===== src/rtl/gpu_palette_clut_if.sv =====
// Bus bundle for the palette CLUT: CPU write/readback port plus the pixel lookup path.
// The master modport is the CPU/pixel source side, the slave modport is the CLUT itself.
interface gpu_palette_clut_if #(
  parameter int INDEX_W = 4,
  parameter int COMP_W  = 4,
  parameter int OUT_W   = 8
);
  logic               wr_addr_we;
  logic [INDEX_W-1:0] wr_addr;
  logic               wr_data_we;
  logic [COMP_W-1:0]  wr_data;
  logic               rd_addr_we;
  logic [INDEX_W-1:0] rd_addr;
  logic               rd_data_re;
  logic [COMP_W-1:0]  rd_data;
  logic               pix_valid_in;
  logic [INDEX_W-1:0] pix_index;
  logic               pix_valid_out;
  logic [OUT_W-1:0]   rgb_r;
  logic [OUT_W-1:0]   rgb_g;
  logic [OUT_W-1:0]   rgb_b;

  modport master (
    output wr_addr_we, wr_addr, wr_data_we, wr_data,
    output rd_addr_we, rd_addr, rd_data_re,
    output pix_valid_in, pix_index,
    input  rd_data, pix_valid_out, rgb_r, rgb_g, rgb_b
  );

  modport slave (
    input  wr_addr_we, wr_addr, wr_data_we, wr_data,
    input  rd_addr_we, rd_addr, rd_data_re,
    input  pix_valid_in, pix_index,
    output rd_data, pix_valid_out, rgb_r, rgb_g, rgb_b
  );
endinterface


===== src/rtl/gpu_palette_clut.sv =====
// Parametrised colour lookup table: sequenced R/G/B CPU writes with atomic commit, 2-stage pixel lookup.
// Optional CPU readback port is enabled by defining GPU_PALETTE_READBACK_EN.
module gpu_palette_clut #(
  parameter int INDEX_W = 4,
  parameter int COMP_W  = 4,
  parameter int OUT_W   = 8
) (
  input logic              clk,
  input logic              rst_n,
  gpu_palette_clut_if.slave bus
);
  localparam int DEPTH = 1 << INDEX_W;
  localparam int ENT_W = 3 * COMP_W;

  typedef enum logic [1:0] {PH_R = 2'd0, PH_G = 2'd1, PH_B = 2'd2} phase_e;

  // Reset ramp value: replicate narrow indices, otherwise keep the index MSBs.
  function automatic logic [COMP_W-1:0] expComp(input logic [INDEX_W-1:0] idx);
    logic [COMP_W-1:0] r;
    int src;
    r = '0;
    for (int k = 0; k < COMP_W; k++) begin
      src = (INDEX_W < COMP_W) ? (INDEX_W - 1 - (k % INDEX_W)) : (INDEX_W - 1 - k);
      r[COMP_W-1-k] = idx[src];
    end
    return r;
  endfunction

  function automatic logic [OUT_W-1:0] expOut(input logic [COMP_W-1:0] c);
    logic [OUT_W-1:0] r;
    r = '0;
    for (int k = 0; k < OUT_W; k++) begin
      r[OUT_W-1-k] = c[COMP_W-1-(k % COMP_W)];
    end
    return r;
  endfunction

  logic [ENT_W-1:0]   mem_q [DEPTH];
  phase_e             wrPhase_q, wrPhase_d;
  logic [INDEX_W-1:0] wrIdx_q, wrIdx_d;
  logic [COMP_W-1:0]  stgR_q, stgR_d, stgG_q, stgG_d;
  logic               commitEn;

  always_ff @(posedge clk) begin
    if (!rst_n) wrPhase_q <= PH_R;
    else        wrPhase_q <= wrPhase_d;
  end

  always_comb begin
    wrPhase_d = wrPhase_q;
    if (bus.wr_addr_we) begin
      wrPhase_d = PH_R;
    end else if (bus.wr_data_we) begin
      case (wrPhase_q)
        PH_R:    wrPhase_d = PH_G;
        PH_G:    wrPhase_d = PH_B;
        default: wrPhase_d = PH_R;
      endcase
    end
  end

  // An address load wins over a same-cycle data write and drops any staged components.
  always_comb begin
    commitEn = 1'b0;
    wrIdx_d  = wrIdx_q;
    stgR_d   = stgR_q;
    stgG_d   = stgG_q;
    if (bus.wr_addr_we) begin
      wrIdx_d = bus.wr_addr;
      stgR_d  = '0;
      stgG_d  = '0;
    end else if (bus.wr_data_we) begin
      case (wrPhase_q)
        PH_R:    stgR_d = bus.wr_data;
        PH_G:    stgG_d = bus.wr_data;
        default: begin
          commitEn = 1'b1;
          wrIdx_d  = wrIdx_q + 1'b1;
        end
      endcase
    end
  end

  always_ff @(posedge clk) begin
    if (!rst_n) begin
      wrIdx_q <= '0;
      stgR_q  <= '0;
      stgG_q  <= '0;
      for (int i = 0; i < DEPTH; i++) begin
        mem_q[i] <= {3{expComp(INDEX_W'(i))}};
      end
    end else begin
      wrIdx_q <= wrIdx_d;
      stgR_q  <= stgR_d;
      stgG_q  <= stgG_d;
      if (commitEn) mem_q[wrIdx_q] <= {stgR_q, stgG_q, bus.wr_data};
    end
  end

  logic               s1Valid_q;
  logic [ENT_W-1:0]   s1Entry_q;
  logic               pixValid_q;
  logic [OUT_W-1:0]   rgbR_q, rgbG_q, rgbB_q;

  // Stage 1 samples the array before any same-cycle commit lands, so a collision sees the old entry.
  always_ff @(posedge clk) begin
    if (!rst_n) begin
      s1Valid_q  <= 1'b0;
      s1Entry_q  <= '0;
      pixValid_q <= 1'b0;
      rgbR_q     <= '0;
      rgbG_q     <= '0;
      rgbB_q     <= '0;
    end else begin
      s1Valid_q  <= bus.pix_valid_in;
      pixValid_q <= s1Valid_q;
      if (bus.pix_valid_in) s1Entry_q <= mem_q[bus.pix_index];
      if (s1Valid_q) begin
        rgbR_q <= expOut(s1Entry_q[ENT_W-1 -: COMP_W]);
        rgbG_q <= expOut(s1Entry_q[2*COMP_W-1 -: COMP_W]);
        rgbB_q <= expOut(s1Entry_q[COMP_W-1:0]);
      end
    end
  end

  assign bus.pix_valid_out = pixValid_q;
  assign bus.rgb_r         = rgbR_q;
  assign bus.rgb_g         = rgbG_q;
  assign bus.rgb_b         = rgbB_q;

`ifdef GPU_PALETTE_READBACK_EN
  phase_e             rdPhase_q, rdPhase_d;
  logic [INDEX_W-1:0] rdIdx_q, rdIdx_d;
  logic [COMP_W-1:0]  rdData_q, rdData_d;
  logic [ENT_W-1:0]   rdEntry;

  always_comb begin
    rdEntry   = mem_q[rdIdx_q];
    rdPhase_d = rdPhase_q;
    rdIdx_d   = rdIdx_q;
    rdData_d  = rdData_q;
    if (bus.rd_addr_we) begin
      rdIdx_d   = bus.rd_addr;
      rdPhase_d = PH_R;
    end else if (bus.rd_data_re) begin
      case (rdPhase_q)
        PH_R: begin
          rdData_d  = rdEntry[ENT_W-1 -: COMP_W];
          rdPhase_d = PH_G;
        end
        PH_G: begin
          rdData_d  = rdEntry[2*COMP_W-1 -: COMP_W];
          rdPhase_d = PH_B;
        end
        default: begin
          rdData_d  = rdEntry[COMP_W-1:0];
          rdPhase_d = PH_R;
          rdIdx_d   = rdIdx_q + 1'b1;
        end
      endcase
    end
  end

  always_ff @(posedge clk) begin
    if (!rst_n) begin
      rdPhase_q <= PH_R;
      rdIdx_q   <= '0;
      rdData_q  <= '0;
    end else begin
      rdPhase_q <= rdPhase_d;
      rdIdx_q   <= rdIdx_d;
      rdData_q  <= rdData_d;
    end
  end

  assign bus.rd_data = rdData_q;
`else
  logic unusedRd;
  assign unusedRd    = ^{bus.rd_addr_we, bus.rd_addr, bus.rd_data_re};
  assign bus.rd_data = '0;
`endif
endmodule


===== src/flat_wrapper.sv =====
// flat-port wrapper written by rule: the top's interface ports become plain ports
module gpu_palette_clut_flat 
#(
  parameter int INDEX_W = 4,
  parameter int COMP_W  = 4,
  parameter int OUT_W   = 8
)
  (clk, rst_n, bus_wr_addr_we, bus_wr_addr, bus_wr_data_we, bus_wr_data, bus_rd_addr_we, bus_rd_addr, bus_rd_data_re, bus_pix_valid_in, bus_pix_index, bus_rd_data, bus_pix_valid_out, bus_rgb_r, bus_rgb_g, bus_rgb_b);
  gpu_palette_clut_if #(.INDEX_W(INDEX_W), .COMP_W(COMP_W), .OUT_W(OUT_W)) bus_i ();
  input logic clk;
  input logic rst_n;
  input wire logic [$bits(bus_i.wr_addr_we)-1:0] bus_wr_addr_we;
  input wire logic [$bits(bus_i.wr_addr)-1:0] bus_wr_addr;
  input wire logic [$bits(bus_i.wr_data_we)-1:0] bus_wr_data_we;
  input wire logic [$bits(bus_i.wr_data)-1:0] bus_wr_data;
  input wire logic [$bits(bus_i.rd_addr_we)-1:0] bus_rd_addr_we;
  input wire logic [$bits(bus_i.rd_addr)-1:0] bus_rd_addr;
  input wire logic [$bits(bus_i.rd_data_re)-1:0] bus_rd_data_re;
  input wire logic [$bits(bus_i.pix_valid_in)-1:0] bus_pix_valid_in;
  input wire logic [$bits(bus_i.pix_index)-1:0] bus_pix_index;
  output wire logic [$bits(bus_i.rd_data)-1:0] bus_rd_data;
  output wire logic [$bits(bus_i.pix_valid_out)-1:0] bus_pix_valid_out;
  output wire logic [$bits(bus_i.rgb_r)-1:0] bus_rgb_r;
  output wire logic [$bits(bus_i.rgb_g)-1:0] bus_rgb_g;
  output wire logic [$bits(bus_i.rgb_b)-1:0] bus_rgb_b;
  assign bus_i.wr_addr_we = bus_wr_addr_we;
  assign bus_i.wr_addr = bus_wr_addr;
  assign bus_i.wr_data_we = bus_wr_data_we;
  assign bus_i.wr_data = bus_wr_data;
  assign bus_i.rd_addr_we = bus_rd_addr_we;
  assign bus_i.rd_addr = bus_rd_addr;
  assign bus_i.rd_data_re = bus_rd_data_re;
  assign bus_i.pix_valid_in = bus_pix_valid_in;
  assign bus_i.pix_index = bus_pix_index;
  assign bus_rd_data = bus_i.rd_data;
  assign bus_pix_valid_out = bus_i.pix_valid_out;
  assign bus_rgb_r = bus_i.rgb_r;
  assign bus_rgb_g = bus_i.rgb_g;
  assign bus_rgb_b = bus_i.rgb_b;
  gpu_palette_clut #(.INDEX_W(INDEX_W), .COMP_W(COMP_W), .OUT_W(OUT_W)) u_core (.clk(clk), .rst_n(rst_n), .bus(bus_i));
endmodule

===== config.mk =====
export PLATFORM = sky130hd
export DESIGN_NAME = gpu_palette_clut_flat
export DESIGN_NICKNAME = d
export VERILOG_FILES = /design/src/rtl/gpu_palette_clut_if.sv /design/src/rtl/gpu_palette_clut.sv /design/src/flat_wrapper.sv
export SDC_FILE = /design/constraint.sdc
export NUM_CORES = 1
export LEC_CHECK = 0
export CAP_MARGIN = 20
export CORE_UTILIZATION = 40
export CTS_BUF_LIST = sky130_fd_sc_hd__clkbuf_2
export DETAILED_ROUTE_END_ITERATION = 10
export PLACE_DENSITY = 0.66
export SLEW_MARGIN = 30
export SYNTH_ARGS = -nofsm -noshare
export SYNTH_HDL_FRONTEND = slang
export SYNTH_SLANG_ARGS = --single-unit

===== constraint.sdc =====
create_clock -name clk -period 3.4 [get_ports clk]
set_clock_uncertainty 0.1 [all_clocks]
set_input_delay 0.68 -clock clk [delete_from_list [all_inputs] [get_ports clk]]
set_output_delay 0.68 -clock clk [all_outputs]
set_load 0.005 [all_outputs]

==> impl_metrics.toml <==
[setup_path]
endpoint = "bus_rgb_b[4]"
cp_max_fo = 3
crit_path_start = "u_core.bus.rgb_b[4]"
reg2reg_to = "u_core.mem_q[11][8]"
worstPathCellList = "clkdlybuf4s50_1"
crit_path_top_delay_cell = "clkdlybuf4s50_1"
cp_data_arrival_time_ns = 1.75
critical-path-top-delay-family = "buffers and inverters"
worst-r2r-cell-count = 4
worst_setup_path_end_kind = "output port"
critical_path.startpoint_type = "register"
path_class = "reg2out"
delay_of_the_slowest_critical_path_stage_ns = 0.51
worst_r2r_startpoint = "u_core.wrIdx_q[3]"
cp_num_cells = 1
setup.reg_to_reg.worst_slack_ns = 0.91
cp.buffers_inverters = 1
timing.critical_path.required_ns = 2.62

[global_routing]
first_global_vias = 6784
grt_use_total = 0.2020
grt_max_degree = 38
antenna_found_initial = 1
first_pass_grt_wire_length_mm = 39.40
global_route.overflow_total = 0

[die]
fp.dieH_um = 163.6
io_pins = 52
design.die.area_um2 = 26770
dieWidth_um = 163.6
floorplan.core_area_um2 = 25400
floorplan.initialDensity = 0.4113
core.rowCount = 58

[logic_synthesis]
synth_compound_gate_area_share = 0.04335
post_synth_mux_area_share = 0.1044
yosysMostFrequentCell = "edfxtp_1"
netlist.top_cell.by_area = "edfxtp_1"
synthesized_area_fraction_occupied_by_and_or_nand_nor_cells = 0.1631
yosys-top-cells-count = "edfxtp_1 (192), mux2i_1 (109), nand2_1 (85), nand3_1 (58), nor3_1 (50)"
post_synth_inst_count = 868
synth_xor_area_frac = 0.002515
post_synth_instance_area_um2 = 10450
synth-edff-count = 192
dominantRegCellSynth = "edfxtp_1"
synth_sequential_area_ratio = 0.6285
ys_warn_count = 0
synth_async_sr_flop_share = 0
area_share_of_fa_ha_maj_cells_after_synthesis = 0.004790
synth_top_family_by_area = "simple AND/OR/NAND/NOR gates"
ys_types = 37
synth.top_cell.area_share = 0.5519
yosys-top-cells-area = "edfxtp_1 (55%), mux2i_1 (10%), dfxtp_1 (7.7%), nand2_1 (3.1%), nand3_1 (2.8%)"
synth-seq-cells = 232
syn_area_per_cell_um2 = 12.04

[clock_tree]
worstSkewPairLatency_ns = 0.88
cts_htree_levels = 2
clockRootBuffer = "clkbuf_2"
cts-root-to-sink-buffers = 3
cts_tree = "yes"
cts-resized-gates = 0
ctsHoldBuffers = 0
postCtsSetupBuffers = 0
numClockSinks = 232
clk_pin_slew_worst_paths_ns = 0.10
numCtsBuffers = 59

[final_layout]
layout_overhead_on_the_synthesized_area_pct = 11.62
final.fill_count = 2351
multiInputGateArea_um2 = 3342
fin_area_um2 = 11660
finish.net_count = 946
final-seq-area_um2 = 6566
drive_above_1_share = 0.1619
final_cell_count_no_fill = 1301

[power_and_ir_drop]
power.switching_fraction = 0.2595
p_sw_mw = 1.422
vdd.ir_drop.worst_mv = 0.1694
internal_power_mw = 4.057
power.share.clock = 0.348
total_leakage_power_nw = 4.079
power.sequential.fraction = 0.578
power.share.combinational = 0.075
power.density_cell_area_nw_per_um2 = 469.9

[placement]
numPlacedInstances = 1188
port-buffer-count = 41
dpl.hpwl_mm = 16.82
gpl.final_weighted_congestion = 0.7957
dpl-instance-area_um2 = 11100
dp_slack_ns = 0.2107

[sta]
maxClockFrequency_ghz = 0.3960
slew_violations = 0
rsz_0062_raised_after_global_routing = "no"
max-slew-margin-rel = 0.4267
setup-violations-final = 0
min_period_ns = 2.525
final.period_utilization = 0.7427
timing_hold_violations_final = 0
max_slew.worst_pin.slew_ns = 0.8599
setup_slack_ns = 0.8749
final.setup.tns_ns = 0

[drt]
initialDrtViolationCount = 591
via_count = 7114
drcViolationCount = 0
drt_pre_antenna_iters = 5
ant_nets = 0
avgRoutedWirePerCell_um = 20.10
totalWireLength_mm = 26.14
route.detailed.vias_per_inst = 5.468

[hold_path]
holdCritPathClass = "reg2reg"
hold_path_startpoint = "u_core.s1Entry_q[5]"

[run_status]
outcome = "finished, final reports clean"

[run]
maxCapViolations = 0
==> layout make-up <==
type | instances | share of cell area
antenna | 1 | 0.0002146
timing repair buffer | 80 | 0.06223
tap | 330 | 0.03541
clock buffer | 103 | 0.04421
inverter | 15 | 0.004828
multi-input combinational | 531 | 0.2866
sequential | 232 | 0.5631
clock inverter | 9 | 0.003433
==> power by group through the flow <==
stage | Sequential (mW) | Clock (mW) | Combinational (mW)
after global placement | 3.23 | 0 | 0.400
final | 3.17 | 1.91 | 0.409
after CTS | 3.17 | 1.94 | 0.406
after floorplan | 3.22 | 0 | 0.260
after global routing | 3.17 | 2.08 | 0.440
after detailed placement | 3.23 | 0 | 0.405
==> layer usage <==
layer	up-vias	wire (um)	track usage
met3	59	2202	0.03377
met5	-	0	0
met2	354	11990	0.3118
li1	3282	-	-
met1	3419	11090	0.2782
met4	0	858	0.09175
==> cell usage in the layout (no fill, tap or decap), drive strengths merged, types with 10 or more instances in the layout <==
master         count
or3               30
nand3             58
clkbuf           103
dfxtp             40
clkdlybuf4s50     40
nor2b             18
a21oi             22
and2              10
nor2              44
buf               40
edfxtp           192
inv               15
mux2i            109
and3              18
a22oi             36
nor3              51
o21ai             11
nor4              12
nand2             89
==> state kept, by name (all words and copies together), names as in the netlist <==
name	flops
u_core.mem_q	192
u_core.bus.rgb_g	4
u_core.stgG_q	4
u_core.bus.rgb_r	4
u_core.bus.rgb_b	4
u_core.s1Entry_q	12
u_core.s1Valid_q	1
u_core.wrIdx_q	4
u_core.stgR_q	4
u_core.bus.pix_valid_out	1
u_core.wrPhase_q	2
==> worst reg2reg max path, cell delays in order, from the launching register on <==
cell	delay, ns
dfxtp_1	0.32
buf_4	0.32
nor2b_1	0.66
nand2_1	0.23
nand2_1	0.49
==> cells by family after synthesis <==
family | count (synthesis)
and+or+nand+nor | 340
DFF | 232
muxes | 109
buffers and inverters | 108
AOI/OAI and AO/OA | 71
adders and majority gates | 4
xor gates and xnor gates | 3
other | 1
==> how the worst min path moves through the flow <==
stage / slack [ns] / cells past startpoint / to
2_1_floorplan: 0.33 / 2 / u_core.s1Entry_q[0]
3_3_place_gp: 0.34 / 2 / u_core.s1Entry_q[2]
3_5_place_dp: 0.35 / 2 / u_core.s1Entry_q[5]
4_1_cts: 0.33 / 2 / u_core.s1Valid_q
5_1_grt: 0.38 / 2 / u_core.s1Entry_q[5]
6_report: 0.36 / 2 / u_core.s1Entry_q[5]
==> through the flow <==
step                      hold slack [ns]  power, mW    util
after floorplan                    0.3254      3.478       -
after global placement             0.3397      3.628  0.4370
after detailed placement           0.3455      3.636  0.4370
after CTS                          0.3292      5.507  0.4589
after global routing               0.3825      5.689  0.4591
final                              0.3632      5.479  0.4591
Note: power is estimated with default switching activity, not from simulation.
